### src/rtl/tmds_rx_channel.sv
// tmds_rx_channel: recovers TMDS word alignment from control tokens and
// decodes each aligned 10-bit word into DE, {C1,C0} and pixel data.
module tmds_rx_channel #(
   parameter int unsigned LOCK_COUNT     = 8,
   parameter int unsigned SEARCH_TIMEOUT = 2048,
   parameter int unsigned LOSS_TIMEOUT   = 4096
) (
   input  logic       clk_pixel,
   input  logic       rst,
   input  logic [9:0] raw_word,
   output logic       locked,
   output logic [3:0] bit_offset,
   output logic       de,
   output logic [1:0] ctrl,
   output logic [7:0] data
);

   localparam int unsigned RunW    = $clog2(LOCK_COUNT) + 1;
   localparam int unsigned SearchW = $clog2(SEARCH_TIMEOUT) + 1;
   localparam int unsigned LossW   = $clog2(LOSS_TIMEOUT) + 1;

   localparam logic [RunW-1:0]    RunMax     = RunW'(LOCK_COUNT);
   localparam logic [RunW-1:0]    RunLast    = RunW'(LOCK_COUNT - 1);
   localparam logic [SearchW-1:0] SearchLast = SearchW'(SEARCH_TIMEOUT - 1);
   localparam logic [LossW-1:0]   LossLast   = LossW'(LOSS_TIMEOUT - 1);

   typedef enum logic [1:0] {
      StSearch,
      StSlip,
      StLocked
   } state_t;

   state_t             state_q;
   logic [9:0]         prev_word_q;
   logic [RunW-1:0]    run_cnt_q;
   logic [SearchW-1:0] search_tmr_q;
   logic [LossW-1:0]   loss_tmr_q;

   logic [19:0] stream;
   logic [9:0]  window;
   logic        is_token;
   logic [1:0]  tok_ctrl;
   logic [7:0]  q_inv;
   logic [7:0]  dec_data;

   // Two-word stream, bit 0 earliest; the window slides up by bit_offset.
   assign stream = {raw_word, prev_word_q};
   assign window = 10'(stream >> bit_offset);

   // Match the window against the four control tokens.
   always_comb begin
      is_token = 1'b1;
      tok_ctrl = 2'b00;
      case (window)
         10'b1101010100: tok_ctrl = 2'b00;
         10'b0010101011: tok_ctrl = 2'b01;
         10'b0101010100: tok_ctrl = 2'b10;
         10'b1010101011: tok_ctrl = 2'b11;
         default:        is_token = 1'b0;
      endcase
   end

   // Undo the TMDS transition-minimising encode for a data word.
   always_comb begin
      q_inv    = window[9] ? ~window[7:0] : window[7:0];
      dec_data = '0;
      dec_data[0] = q_inv[0];
      for (int i = 1; i < 8; i++) begin
         dec_data[i] = window[8] ? (q_inv[i] ^ q_inv[i-1]) : ~(q_inv[i] ^ q_inv[i-1]);
      end
   end

   // Alignment FSM, counters and registered decode outputs.
   always_ff @(posedge clk_pixel) begin
      if (rst) begin
         state_q      <= StSearch;
         prev_word_q  <= '0;
         run_cnt_q    <= '0;
         search_tmr_q <= '0;
         loss_tmr_q   <= '0;
         bit_offset   <= '0;
         locked       <= 1'b0;
         de           <= 1'b0;
         ctrl         <= 2'b00;
         data         <= 8'h00;
      end else begin
         prev_word_q <= raw_word;

         // Decode only while locked; ctrl keeps its last token value over data.
         if (state_q == StLocked) begin
            de <= ~is_token;
            if (is_token) begin
               ctrl <= tok_ctrl;
               data <= 8'h00;
            end else begin
               data <= dec_data;
            end
         end else begin
            de   <= 1'b0;
            ctrl <= 2'b00;
            data <= 8'h00;
         end

         case (state_q)
            StSearch: begin
               if (search_tmr_q != SearchLast) begin
                  search_tmr_q <= search_tmr_q + 1'b1;
               end
               if (is_token) begin
                  if (run_cnt_q != RunMax) begin
                     run_cnt_q <= run_cnt_q + 1'b1;
                  end
               end else begin
                  run_cnt_q <= '0;
               end
               // Lock takes priority over a timeout landing on the same cycle.
               if (is_token && (run_cnt_q == RunLast)) begin
                  state_q    <= StLocked;
                  locked     <= 1'b1;
                  loss_tmr_q <= '0;
               end else if (search_tmr_q == SearchLast) begin
                  state_q <= StSlip;
               end
            end

            StSlip: begin
               bit_offset   <= (bit_offset == 4'd9) ? 4'd0 : bit_offset + 4'd1;
               run_cnt_q    <= '0;
               search_tmr_q <= '0;
               state_q      <= StSearch;
            end

            StLocked: begin
               if (is_token) begin
                  loss_tmr_q <= '0;
               end else if (loss_tmr_q == LossLast) begin
                  // Keep bit_offset so a returning stream re-locks quickly.
                  state_q      <= StSearch;
                  locked       <= 1'b0;
                  run_cnt_q    <= '0;
                  search_tmr_q <= '0;
                  loss_tmr_q   <= '0;
               end else begin
                  loss_tmr_q <= loss_tmr_q + 1'b1;
               end
            end

            default: begin
               state_q <= StSearch;
               locked  <= 1'b0;
            end
         endcase
      end
   end

endmodule
### config.mk
export PLATFORM = sky130hd
export DESIGN_NAME = tmds_rx_channel
export DESIGN_NICKNAME = d
export VERILOG_FILES = /design/src/rtl/tmds_rx_channel.sv
export SDC_FILE = /design/constraint.sdc
export NUM_CORES = 1
export LEC_CHECK = 0
export CORE_AREA = 4 4 78 87
export DETAILED_ROUTE_END_ITERATION = 8
export DIE_AREA = 0 0 82 91
export PLACE_DENSITY = 0.88
export SLEW_MARGIN = 20
export SYNTH_ARGS = -nofsm -noshare
export SYNTH_HDL_FRONTEND = slang
export SYNTH_SLANG_ARGS = --single-unit
export TNS_END_PERCENT = 5
### constraint.sdc
create_clock -name clk_pixel -period 10.41 [get_ports clk_pixel]
set_clock_uncertainty 0.2 [all_clocks]
set_input_delay 1.041 -clock clk_pixel [delete_from_list [all_inputs] [get_ports clk_pixel]]
set_output_delay 1.041 -clock clk_pixel [all_outputs]
set_load 0.02 [all_outputs]
== Word-level counts from Yosys, hierarchy flattened ==
Index checks and enable logic that the tools add are counted.
Word-level totals
  register bits after elaboration: 57
  bits of input ports: 12
  output and inout bits: 16
  logic and storage cells: 96
Operators by class
  add/sub/neg operators: 4
  equal/unequal tests: 18
  shift-type cells: 1
  multiplexer cells: 33
  bitwise logic cells: 18
  reductions and logical operators: 12
Operator list (number)
  $mux 13: 3
  $mux 12: 3
  $pmux 12 s3: 1
  $pmux 13 s2: 1
  $eq 10x10->1 const B: 2
  $mux 4: 5
  $shr 20x4->10: 1
  $add 13x1->13 const B: 1
  $eq 13x12->1 const B: 1
  $add 12x1->12 const B: 1
  $eq 12x11->1 const B: 1
  $ne 12x11->1 const B: 1
  $pmux 4 s3: 1
  $reduce_and 4->1: 3
  $mux 1: 11
  $eq 10x8->1 const B: 1
  $eq 10x9->1 const B: 1
  $not 1->1: 10
  $add 4x1->4 const B: 2
  $mux 2: 4
  $mux 8: 1
  $not 8->8: 1
  $xor 1x1->1: 7
  $ne 2x2->1 const B: 3
  other kinds (19): 20

== Depth between registers and ports, before layout ==
Gate-level depths: netlist (run 1).
  word-level depth: 7
  gate-level depth with buffers: 16
  depth with buffers taken out: 13

== Least setup slack after synthesis (run 1) ==
No wires, ideal clock.
  path kind: flip-flop to flip-flop
  start point: register bit_offset[0]
  end point: register loss_tmr_q[0]
  arrival time: 3875 ps
  data required time: 10082 ps
  setup slack: 6208 ps
  stages on the path, launching flop included: 14
  path buffers: 3
  period minus slack after synthesis: 4202 ps
  cell sequence: dfxtp_1 clkbuf_1 buf_2 mux4_2 mux4_2 inv_1 ha_1 and4_1 nand2_1 mux2_2 a211oi_1 a211o_1 clkbuf_1 nor2_1
On the way
  word-level cells in the longest chain between the ends: 7
  elaborated cells on any way between the ends: 12
Ends and longest elaborated chain
  start: declaration: line 12  | output logic [3:0] bit_offset,
  start signal: assignment: line 127  | bit_offset <= (bit_offset == 4'd9) ? 4'd0 : bit_offset + 4'd1;
  $shr 20x4->10 (*): line 48  | assign window = 10'(stream >> bit_offset);
  $eq 10x10->1 (tied with other cells): line 54  | case (window)
  $reduce_or 4->1 (no line) (*)
  $mux 1 (*): line 54
  $logic_and 1x1->1: line 117  | if (is_token && (run_cnt_q == RunLast)) begin
  $ne 2x2->1 (no line)
  $reduce_and 2->1 (no line)
  end signal: assignment: line 144  | loss_tmr_q <= loss_tmr_q + 1'b1;
  end: declaration: line 37  | logic [LossW-1:0] loss_tmr_q;
Mark *: on every way between the ends. The rest lies on a longest branch, timed or not.
A chain may end at the register's enable or synchronous reset.

== Worst setup path after layout (run 1) ==
  start point: input port raw_word[5]
  end point: register search_tmr_q[7]
On the way
  word-level cells in the longest chain between the ends: 6
  elaborated cells on any way between the ends: 9
Ends and longest elaborated chain
  start: declaration: line 10  | input logic [9:0] raw_word,
  $shr 20x4->10 (*): line 48
  $eq 10x10->1 (tied with other cells): line 54
  $reduce_or 4->1 (no line) (*)
  $mux 1 (*): line 54
  $ne 2x2->1 (no line) (*)
  $reduce_and 4->1 (no line) (*)
  end signal: assignment: line 107  | search_tmr_q <= search_tmr_q + 1'b1;
  end: declaration: line 36  | logic [SearchW-1:0] search_tmr_q;
Marks and branches as above.

==> impl_metrics.env, run 1 <==
export IMPL_status="finished, final reports clean"
export IMPL_setup_ws_ns=5.545
export IMPL_start_util_pct=62.91
export IMPL_path_depth=11
export IMPL_drive_gt1_share_pct=10.23
export IMPL_reg2reg_slack_ns=5.80
export IMPL_criticalPathCategory="in2reg"
export IMPL_clock_latency_ns=0.34
export IMPL_finalCritPeriodShare_pct=46.74
export IMPL_ys_seq_area_share_pct=31.24
export IMPL_drt_iter0_markers=255
export IMPL_gp_congestion=0.8538
export IMPL_async_flop_share_pct=0
export IMPL_htreeDepth=3
export IMPL_avgSynthCellArea_um2=8.865
export IMPL_drt_wl_total_mm=8.442
export IMPL_postPlaceCellArea_um2=3919
export IMPL_r2r_cells=13
export IMPL_cts_sinks=57
export IMPL_p_leak_nw=1.421
export IMPL_seq_power_share_pct=50.2
export IMPL_synth_area_um2=3652
export IMPL_core_area_um2=5806
export IMPL_die_x_um=82
export IMPL_finalMaxSlewViolations=0
export IMPL_numCtsBuffers=9
export IMPL_final_cell_mix="56 x dfxtp_1, 46 x nor2_1, 31 x nand2_1"
export IMPL_reg2reg_to="search_tmr_q[7]"
export IMPL_rows=29
export IMPL_antenna_left=0
export IMPL_overflow=0
export IMPL_clkTransAtPathRegs_ns=0.06
export IMPL_r2r_start="bit_offset[0]"
export IMPL_cp_required_ns=10.45
export IMPL_final_common_cell="dfxtp_1"
export IMPL_syn2layout_area_growth_pct=12.09
export IMPL_hold_viol_final=0
export IMPL_die_y_um=91
export IMPL_cts_tree="done"
export IMPL_ios=28
export IMPL_drcViolationCount=0
export IMPL_portBuffers=27
export IMPL_p_switching_mw=0.1084
export IMPL_maxCapViolCount=0
export IMPL_max_freq_mhz=205.5
export IMPL_ys_flop_type="dfxtp_1"
export IMPL_hpwlAfterDp_mm=6.006
export IMPL_dp_worst_setup_slack_ns=5.233
export IMPL_clock_power_share_pct=41.1
export IMPL_crit_chain="clkdlybuf4s50_1 > mux2_1 > mux2_2 > mux4_2 > ha_1 > and4_1 > nand2_1 > mux2_2 > a41oi_2 > or4_1 > o41ai_2"
export IMPL_cpPeakStageDelay_ns=0.80
export IMPL_cts_resized_gates=0
export IMPL_slew_headroom_pct=42.04
export IMPL_hold_path_class="reg2reg"
export IMPL_dr_pass1_iters=5
export IMPL_top_layer="met4"
export IMPL_tightest_slew_ns=0.8695
export IMPL_cp_start_kind="input pin"
export IMPL_wire_per_inst_um=16.65
export IMPL_synth_seq_cells=57
export IMPL_antenna_cells=0
export IMPL_internal_power_mw=0.3386
export IMPL_drt_met1_wl_mm=3.426
export IMPL_cts_hold_buf=0
export IMPL_worst_path_dominant_cell_family="multiplexers"
export IMPL_holdWs_ns=0.2818
export IMPL_nNetsFinal=452
export IMPL_setup_worst_path_end_class="register"
export IMPL_antenna_found_initial=0
export IMPL_grt_pass1_wl_mm=14.12
export IMPL_cp_max_fo=22
export IMPL_floorplan_die_area_um2=7462
export IMPL_vias=3216
export IMPL_power_density_nw_per_um2=109.2
export IMPL_post_cts_buffers=0
export IMPL_p_comb_share_pct=8.8
export IMPL_critPathArrivalTime_ns=4.90
export IMPL_clk_path_buf_depth=2
export IMPL_synth_warning_count=0
export IMPL_power_mw=0.4470
export IMPL_wl_met3_um=525
export IMPL_fin_crit_ns=4.866
export IMPL_yosysUniqueCellTypes=58
export IMPL_swShare_pct=24.26
export IMPL_stdcell_area_um2=4094
export IMPL_setup_violations=0
export IMPL_grtUsageTotal_pct=24.07
export IMPL_synth_cells=412
export IMPL_rsz0062_at_grt="no"
export IMPL_cp_startpoint="raw_word[5]"
export IMPL_synth_edf_count=0
export IMPL_cpMaxStageDelayCell="or4_1"
export IMPL_crit_top_cell="mux2_2"
export IMPL_endpoint="search_tmr_q[7]"
export IMPL_cp_num_buf_inv=1
export IMPL_route_met2_wl_mm=4.349
export IMPL_synth_nets=439
export IMPL_grt_max_degree=31
export IMPL_fin_setup_tns_ns=0
export IMPL_routed_via_density=6.343
export IMPL_grt_pass1_vias=3118
export IMPL_root_buffer="clkbuf_8"
export IMPL_irDropWorstVdd_mv=0.09781
==> power by group through the flow <==
stage	Combinational (mW)	Clock (mW)	Sequential, mW
5_1_grt	0.0428	0.197	0.224
6_report	0.0392	0.184	0.224
3_3_place_gp	0.0368	0	0.229
3_5_place_dp	0.0381	0	0.229
2_1_floorplan	0.0269	0	0.228
4_1_cts	0.0387	0.187	0.224
==> sequential cells by signal (all words and copies together) (netlist names) <==
| signal | cells |
|---|---|
| loss_tmr_q | 13 |
| search_tmr_q | 12 |
| prev_word_q | 10 |
| data | 8 |
| bit_offset | 4 |
| run_cnt_q | 4 |
| ctrl | 2 |
| state_q | 2 |
| de | 1 |
| locked | 1 |
==> logic make-up (layout without fill, tap and decap cells) <==
family	Yosys count	after routing	synth area share [%]
fa+ha+maj	15	15	5.139
xor+xnor	21	21	5.036
mux	43	43	17.47
simple gates	147	147	19.66
compound gates	80	80	16.14
buf+inv	49	67	5.310
flops	57	57	31.24
==> cell type report <==
cell class,count,area [um2]
inverters,23,86.33
multi-input cells,306,2317
flip-flops and latches,57,1142
well taps,77,96.34
fillers,442,1712
clock buffers,13,158.9
repair buffers,28,277.8
clock inverters,3,15.01
==> through the flow <==
step / cells / util, %
after CTS: 507 / 70.50
after detailed placement: 491 / 67.50
after global routing: 507 / 70.52
after global placement: 491 / 67.50
after floorplan: 412 / -
final: 507 / 70.52
==> worst min-delay path by stage <==
stage	end	start	cells after the start	slack, ns
after floorplan	search_tmr_q[10]	search_tmr_q[10]	1	0.25
after global placement	loss_tmr_q[12]	loss_tmr_q[12]	1	0.26
after detailed placement	ctrl[1]	ctrl[1]	2	0.27
after CTS	ctrl[1]	ctrl[1]	2	0.28
after global routing	loss_tmr_q[12]	loss_tmr_q[12]	1	0.30
final	ctrl[1]	ctrl[1]	2	0.28
==> per-layer routing <==
metal / up-vias / GRT usage, %
li1: 1534 / -
met1: 1547 / 28.68
met2: 120 / 40.70
met3: 15 / 5.446
met4: 0 / 10.39
met5: - / 0
==> worst register-to-register path, cell delays in order, from the launching register on <==
cell and delay (ns):
dfxtp_1 0.48, buf_4 0.39, mux4_2 0.58, nor2_1 0.11
nor2_1 0.06, o21ai_0 0.38, inv_1 0.09, ha_1 0.21
and4_1 0.22, nand2_1 0.08, mux2_2 0.21, a41oi_2 0.43
or4_1 0.81, o41ai_2 0.26
==> synth_stat cells, types with 3 or more instances <==
master    number  area (um2)
xor2_1         7       61.31
xnor2_1       14       122.6
dfxtp_1       57        1141
clkbuf_1      20       75.07
mux2_2         5       56.30
o31ai_1        6       45.04
inv_1         23       86.33
nor2b_1       11       68.82
nor4_1         5       31.28
a21oi_1       14       70.07
o311ai_0      11       96.34
mux2i_1       21       210.2
a31oi_1        5       31.28
nand4_1        6       37.54
and4_1         4       35.03
ha_1          15       187.7
nor2_1        46       172.7
o21ai_0       12       60.06
nand2_1       31       116.4
or2_2          3       18.77
and3_1         7       43.79
buf_1          3       11.26
mux4_2        15       337.8
a211oi_1       4       30.03
nand3_1       14       70.07
nand2b_1       5       31.28
nor3_1         7       35.03
No activity file was read; power rests on OpenSTA's default activity.
==> run 2: changes to the inputs <==
--- a/config.mk
+++ b/config.mk
@@ -5,10 +5,10 @@
 export SDC_FILE = /design/constraint.sdc
 export NUM_CORES = 1
 export LEC_CHECK = 0
-export CORE_AREA = 4 4 78 87
+export CORE_AREA = 4 4 81 90
 export DETAILED_ROUTE_END_ITERATION = 8
-export DIE_AREA = 0 0 82 91
-export PLACE_DENSITY = 0.88
+export DIE_AREA = 0 0 85 94
+export PLACE_DENSITY = 0.82
 export SLEW_MARGIN = 20
 export SYNTH_ARGS = -nofsm -noshare
 export SYNTH_HDL_FRONTEND = slang
==> constraint.sdc (replaced) <==
create_clock -name clk_pixel -period 4.65 [get_ports clk_pixel]
set_clock_uncertainty 0.2 [all_clocks]
set_input_delay 0.465 -clock clk_pixel [delete_from_list [all_inputs] [get_ports clk_pixel]]
set_output_delay 0.465 -clock clk_pixel [all_outputs]
set_load 0.02 [all_outputs]
==> run 2 against run 1 <==
  * Clock power rose to 2.8 times the previous value
  * Wire length up 1.6%
  * Clock-buffer cell count fell by 2
  * Largest cell class unchanged
==> impl_metrics.env, run 2 (synthesis gave the netlist of run 1 again) <==
export IMPL_grtUsageTotal_pct=23.10
export IMPL_ios=28
export IMPL_setup_worst_path_end_class="register"
export IMPL_floorplan_die_area_um2=7990
export IMPL_tightest_slew_ns=0.9452
export IMPL_cts_tree="done"
export IMPL_cts_sinks=57
export IMPL_die_y_um=94
export IMPL_grt_pass1_wl_mm=14.81
export IMPL_finalMaxSlewViolations=0
export IMPL_root_buffer="clkbuf_8"
export IMPL_cts_hold_buf=0
export IMPL_criticalPathCategory="reg2reg"
export IMPL_irDropWorstVdd_mv=0.2115
export IMPL_cts_resized_gates=0
export IMPL_clock_latency_ns=0.35
export IMPL_dp_worst_setup_slack_ns=0.5124
export IMPL_setup_ws_ns=0.5933
export IMPL_fin_setup_tns_ns=0
export IMPL_rows=31
export IMPL_finalCritPeriodShare_pct=87.24
export IMPL_clkTransAtPathRegs_ns=0.07
export IMPL_hold_path_class="reg2reg"
export IMPL_power_density_nw_per_um2=264.8
export IMPL_wire_per_inst_um=16.59
export IMPL_critPathArrivalTime_ns=4.11
export IMPL_reg_largest_list="loss_tmr_q x13, search_tmr_q x12, prev_word_q x10"
export IMPL_syn2layout_area_growth_pct=14.53
export IMPL_cp_required_ns=4.70
export IMPL_core_area_um2=6477
export IMPL_post_cts_buffers=0
export IMPL_gp_congestion=0.8761
export IMPL_die_x_um=85
export IMPL_start_util_pct=56.38
export IMPL_routed_via_density=6.279
export IMPL_cp_start_kind="register"
export IMPL_reg2reg_slack_ns=0.59
export IMPL_drive_gt1_share_pct=11.26
export IMPL_htreeDepth=3
export IMPL_fin_crit_ns=4.057
export IMPL_vias=3246
export IMPL_cp_max_fo=14
export IMPL_status="finished, final reports clean"
export IMPL_max_freq_mhz=246.5
export IMPL_overflow=0
export IMPL_dr_pass1_iters=5
export IMPL_hpwlAfterDp_mm=6.067
export IMPL_grt_max_degree=27
export IMPL_antenna_found_initial=0
export IMPL_antenna_cells=0
export IMPL_grt_pass1_vias=3130
export IMPL_numCtsBuffers=9
export IMPL_final_common_cell="dfxtp_1"
export IMPL_slew_headroom_pct=36.79
export IMPL_antenna_left=0
export IMPL_setup_violations=0
export IMPL_maxCapViolCount=0
export IMPL_drcViolationCount=0
export IMPL_clk_path_buf_depth=2
export IMPL_drt_wl_total_mm=8.579
export IMPL_nNetsFinal=457
export IMPL_final_cell_mix="57 x dfxtp_1, 46 x nor2_1, 31 x nand2_1"
export IMPL_p_leak_nw=1.468
export IMPL_largest_reg_flops=13
export IMPL_hold_viol_final=0
export IMPL_rsz0062_at_grt="no"
export IMPL_drt_iter0_markers=234
export IMPL_largest_register="loss_tmr_q"
export IMPL_portBuffers=27
run 2: per-stage QoR:
stage / util, % / std cells / area, um2 / hold slack, ns / total power, mW
after floorplan: - / 412 / 3652 / 0.2520 / 0.5705
after global placement: 61.17 / 501 / 3963 / 0.2557 / 0.5956
after detailed placement: 61.17 / 501 / 3963 / 0.2709 / 0.5988
after CTS: 64.57 / 517 / 4183 / 0.2805 / 1.117
after global routing: 64.57 / 517 / 4183 / 0.2885 / 1.147
final: 64.57 / 517 / 4183 / 0.2766 / 1.107
run 2: routing by layer:
metal,GRT usage (%),vias up,part of all wire [%]
li1,-,1542,-
met1,27.98,1562,42
met2,38.60,122,50
met3,5.000,20,5.6
met4,11.35,0,2.5
met5,0,-,0
run 2: worst max-delay path, stage by stage (launching register included):
cell and delay (ns):
dfxtp_1 0.68, buf_4 0.33, mux2i_1 0.33, mux2i_1 0.16, mux4_2 0.53, ha_1 0.24, and4_1 0.19, nand2_1 0.07
mux2_2 0.20, a41oi_2 0.11, or4_1 0.66, o31ai_1 0.27
run 2: area by class of cell:
type | instances | area [um2]
Clock inverter | 5 | 78.83
Inverter | 23 | 86.33
Fill cell | 504 | 2295
Multi-Input combinational cell | 306 | 2317
Clock buffer | 11 | 141.4
Sequential cell | 57 | 1141
Timing Repair Buffer | 33 | 315.3
Tap cell | 82 | 102.6
run 2: where the power goes:
part	switching, mW	total, mW	leakage [nW]	internal (mW)
combinational	0.0455	0.0882	0.892	0.0427
clock	0.202	0.518	0.113	0.315
sequential	0.00637	0.502	0.462	0.495
total	0.254	1.11	1.47	0.853
run 2: worst paths after layout:
check             cells past startpoint              end            from
hold reg to reg                       1   loss_tmr_q[12]  loss_tmr_q[12]
setup / recovery                     11  search_tmr_q[5]   bit_offset[1]
hold / removal                        1   loss_tmr_q[12]  loss_tmr_q[12]
setup reg to reg                     11  search_tmr_q[5]   bit_offset[1]
==> run 3: changes to the inputs <==
--- a/config.mk
+++ b/config.mk
@@ -5,10 +5,10 @@
 export SDC_FILE = /design/constraint.sdc
 export NUM_CORES = 1
 export LEC_CHECK = 0
-export CORE_AREA = 4 4 81 90
+export CORE_AREA = 4 4 87 97
 export DETAILED_ROUTE_END_ITERATION = 8
-export DIE_AREA = 0 0 85 94
-export PLACE_DENSITY = 0.82
+export DIE_AREA = 0 0 91 101
+export PLACE_DENSITY = 0.73
 export SLEW_MARGIN = 20
 export SYNTH_ARGS = -nofsm -noshare
 export SYNTH_HDL_FRONTEND = slang
==> run 3 against run 2 <==
  * Design area grew 0.54%
  * Die area grew 15%
  * Power grew 2.5%
  * Via count shrank 1.9%
  * Sequential power is essentially flat
  * Register-to-register slack lost 0.11 ns
  * Largest cell class unchanged
  * Highest routed layer unchanged
==> impl_metrics.env, run 3 (synthesis gave the netlist of run 1 again) <==
export IMPL_cp_start_kind="register"
export IMPL_irDropWorstVdd_mv=0.1378
export IMPL_slew_headroom_pct=49.47
export IMPL_critPathArrivalTime_ns=4.21
export IMPL_hold_path_class="reg2reg"
export IMPL_worst_path_dominant_cell_family="simple AND/OR/NAND/NOR gates"
export IMPL_dp_worst_setup_slack_ns=0.4353
export IMPL_fin_crit_ns=4.165
export IMPL_nNetsFinal=458
export IMPL_clkTransAtPathRegs_ns=0.07
export IMPL_dr_pass1_iters=5
export IMPL_drt_iter0_markers=386
export IMPL_crit_top_cell="nor2_1"
export IMPL_portBuffers=27
export IMPL_ios=28
export IMPL_largest_register="loss_tmr_q"
export IMPL_cpPeakStageDelay_ns=0.74
export IMPL_p_leak_nw=1.475
export IMPL_antenna_found_initial=0
export IMPL_final_cell_mix="57 x dfxtp_1, 46 x nor2_1, 31 x nand2_1"
export IMPL_setup_worst_path_end_class="register"
export IMPL_grtUsageTotal_pct=19.67
export IMPL_rsz0062_at_grt="no"
export IMPL_final_common_cell="dfxtp_1"
export IMPL_start_util_pct=49.14
export IMPL_maxCapViolCount=0
export IMPL_routed_via_density=6.100
export IMPL_clock_latency_ns=0.35
export IMPL_cpMaxStageDelayCell="dfxtp_1"
export IMPL_largest_reg_flops=13
export IMPL_cts_sinks=57
export IMPL_numCtsBuffers=9
export IMPL_hpwlAfterDp_mm=6.004
export IMPL_max_freq_mhz=240.1
export IMPL_cp_max_fo=17
export IMPL_overflow=0
export IMPL_status="finished, final reports clean"
export IMPL_tightest_slew_ns=0.7570
export IMPL_floorplan_die_area_um2=9191
export IMPL_syn2layout_area_growth_pct=15.14
export IMPL_finalCritPeriodShare_pct=89.57
export IMPL_wire_per_inst_um=16.39
export IMPL_vias=3184
export IMPL_post_cts_buffers=0
export IMPL_power_density_nw_per_um2=269.9
export IMPL_cp_required_ns=4.69
export IMPL_drt_wl_total_mm=8.558
export IMPL_setup_violations=0
export IMPL_crit_chain="buf_4 > mux4_2 > nor2_1 > nor2_1 > o21ai_0 > inv_1 > ha_1 > and4_1 > nand2_1 > mux2_2 > a41oi_2 > or4_1 > o31ai_1"
export IMPL_finalMaxSlewViolations=0
export IMPL_antenna_cells=0
export IMPL_criticalPathCategory="reg2reg"
export IMPL_cts_hold_buf=0
export IMPL_cts_resized_gates=0
export IMPL_htreeDepth=3
export IMPL_die_y_um=101
export IMPL_root_buffer="clkbuf_8"
export IMPL_core_area_um2=7432
export IMPL_die_x_um=91
export IMPL_drcViolationCount=0
export IMPL_power_mw=1.135
export IMPL_grt_pass1_wl_mm=14.68
export IMPL_drive_gt1_share_pct=11.26
export IMPL_antenna_left=0
export IMPL_hold_viol_final=0
export IMPL_cp_num_buf_inv=2
export IMPL_clk_path_buf_depth=2
export IMPL_cts_tree="done"
export IMPL_fin_setup_tns_ns=0
export IMPL_reg_largest_list="loss_tmr_q x13, search_tmr_q x12, prev_word_q x10"
export IMPL_setup_ws_ns=0.4851
export IMPL_gp_congestion=0.8713
export IMPL_grt_pass1_vias=3077
export IMPL_rows=33
export IMPL_grt_max_degree=24
## run 3: worst reg2reg max path, stage by stage (launching register included)
cell and delay [ns]:
dfxtp_1 0.74, buf_4 0.33, mux4_2 0.34, nor2_1 0.10, nor2_1 0.05, o21ai_0 0.40, inv_1 0.09, ha_1 0.20
and4_1 0.23, nand2_1 0.07, mux2_2 0.22, a41oi_2 0.12, or4_1 0.67, o31ai_1 0.31
## run 3: area by class of cell
| type | instances | area (um2) |
|---|---|---|
| Clock buffer | 13 | 168.9 |
| Clock inverter | 2 | 60.06 |
| Fill cell | 658 | 3227 |
| Inverter | 23 | 86.33 |
| Multi-Input combinational cell | 306 | 2317 |
| Sequential cell | 57 | 1141 |
| Tap cell | 87 | 108.9 |
| Timing Repair Buffer | 34 | 322.8 |
## run 3: path summary, 6_finish.rpt
kind             startpoint  slack, ns               end  depth (start not counted)
min          loss_tmr_q[12]       0.29    loss_tmr_q[12]                          1
min reg2reg  loss_tmr_q[12]       0.29    loss_tmr_q[12]                          1
max           bit_offset[1]       0.49  search_tmr_q[10]                         13
max reg2reg   bit_offset[1]       0.49  search_tmr_q[10]                         13
## run 3: layer usage
metal | GRT usage, % | vias up | wire [um]
met5 | 0 | - | 0
met4 | 9.397 | 0 | 153
met3 | 3.809 | 12 | 383
met2 | 32.67 | 101 | 4194
met1 | 24.64 | 1526 | 3826
li1 | - | 1545 | -
## run 3: stage by stage
stage | util (%) | hold WS [ns] | cell area (um2) | instances
floorplan | - | 0.2520 | 3652 | 412
global placement | 53.50 | 0.2694 | 3976 | 507
detailed placement | 53.50 | 0.2695 | 3976 | 507
CTS | 56.58 | 0.2832 | 4205 | 522
global route | 56.58 | 0.2981 | 4205 | 522
finish | 56.58 | 0.2854 | 4205 | 522
## run 3: power by group
| part | switching (mW) | internal (mW) |
|---|---|---|
| Clock | 0.203 | 0.343 |
| Sequential | 0.00646 | 0.495 |
| Combinational | 0.0444 | 0.0432 |
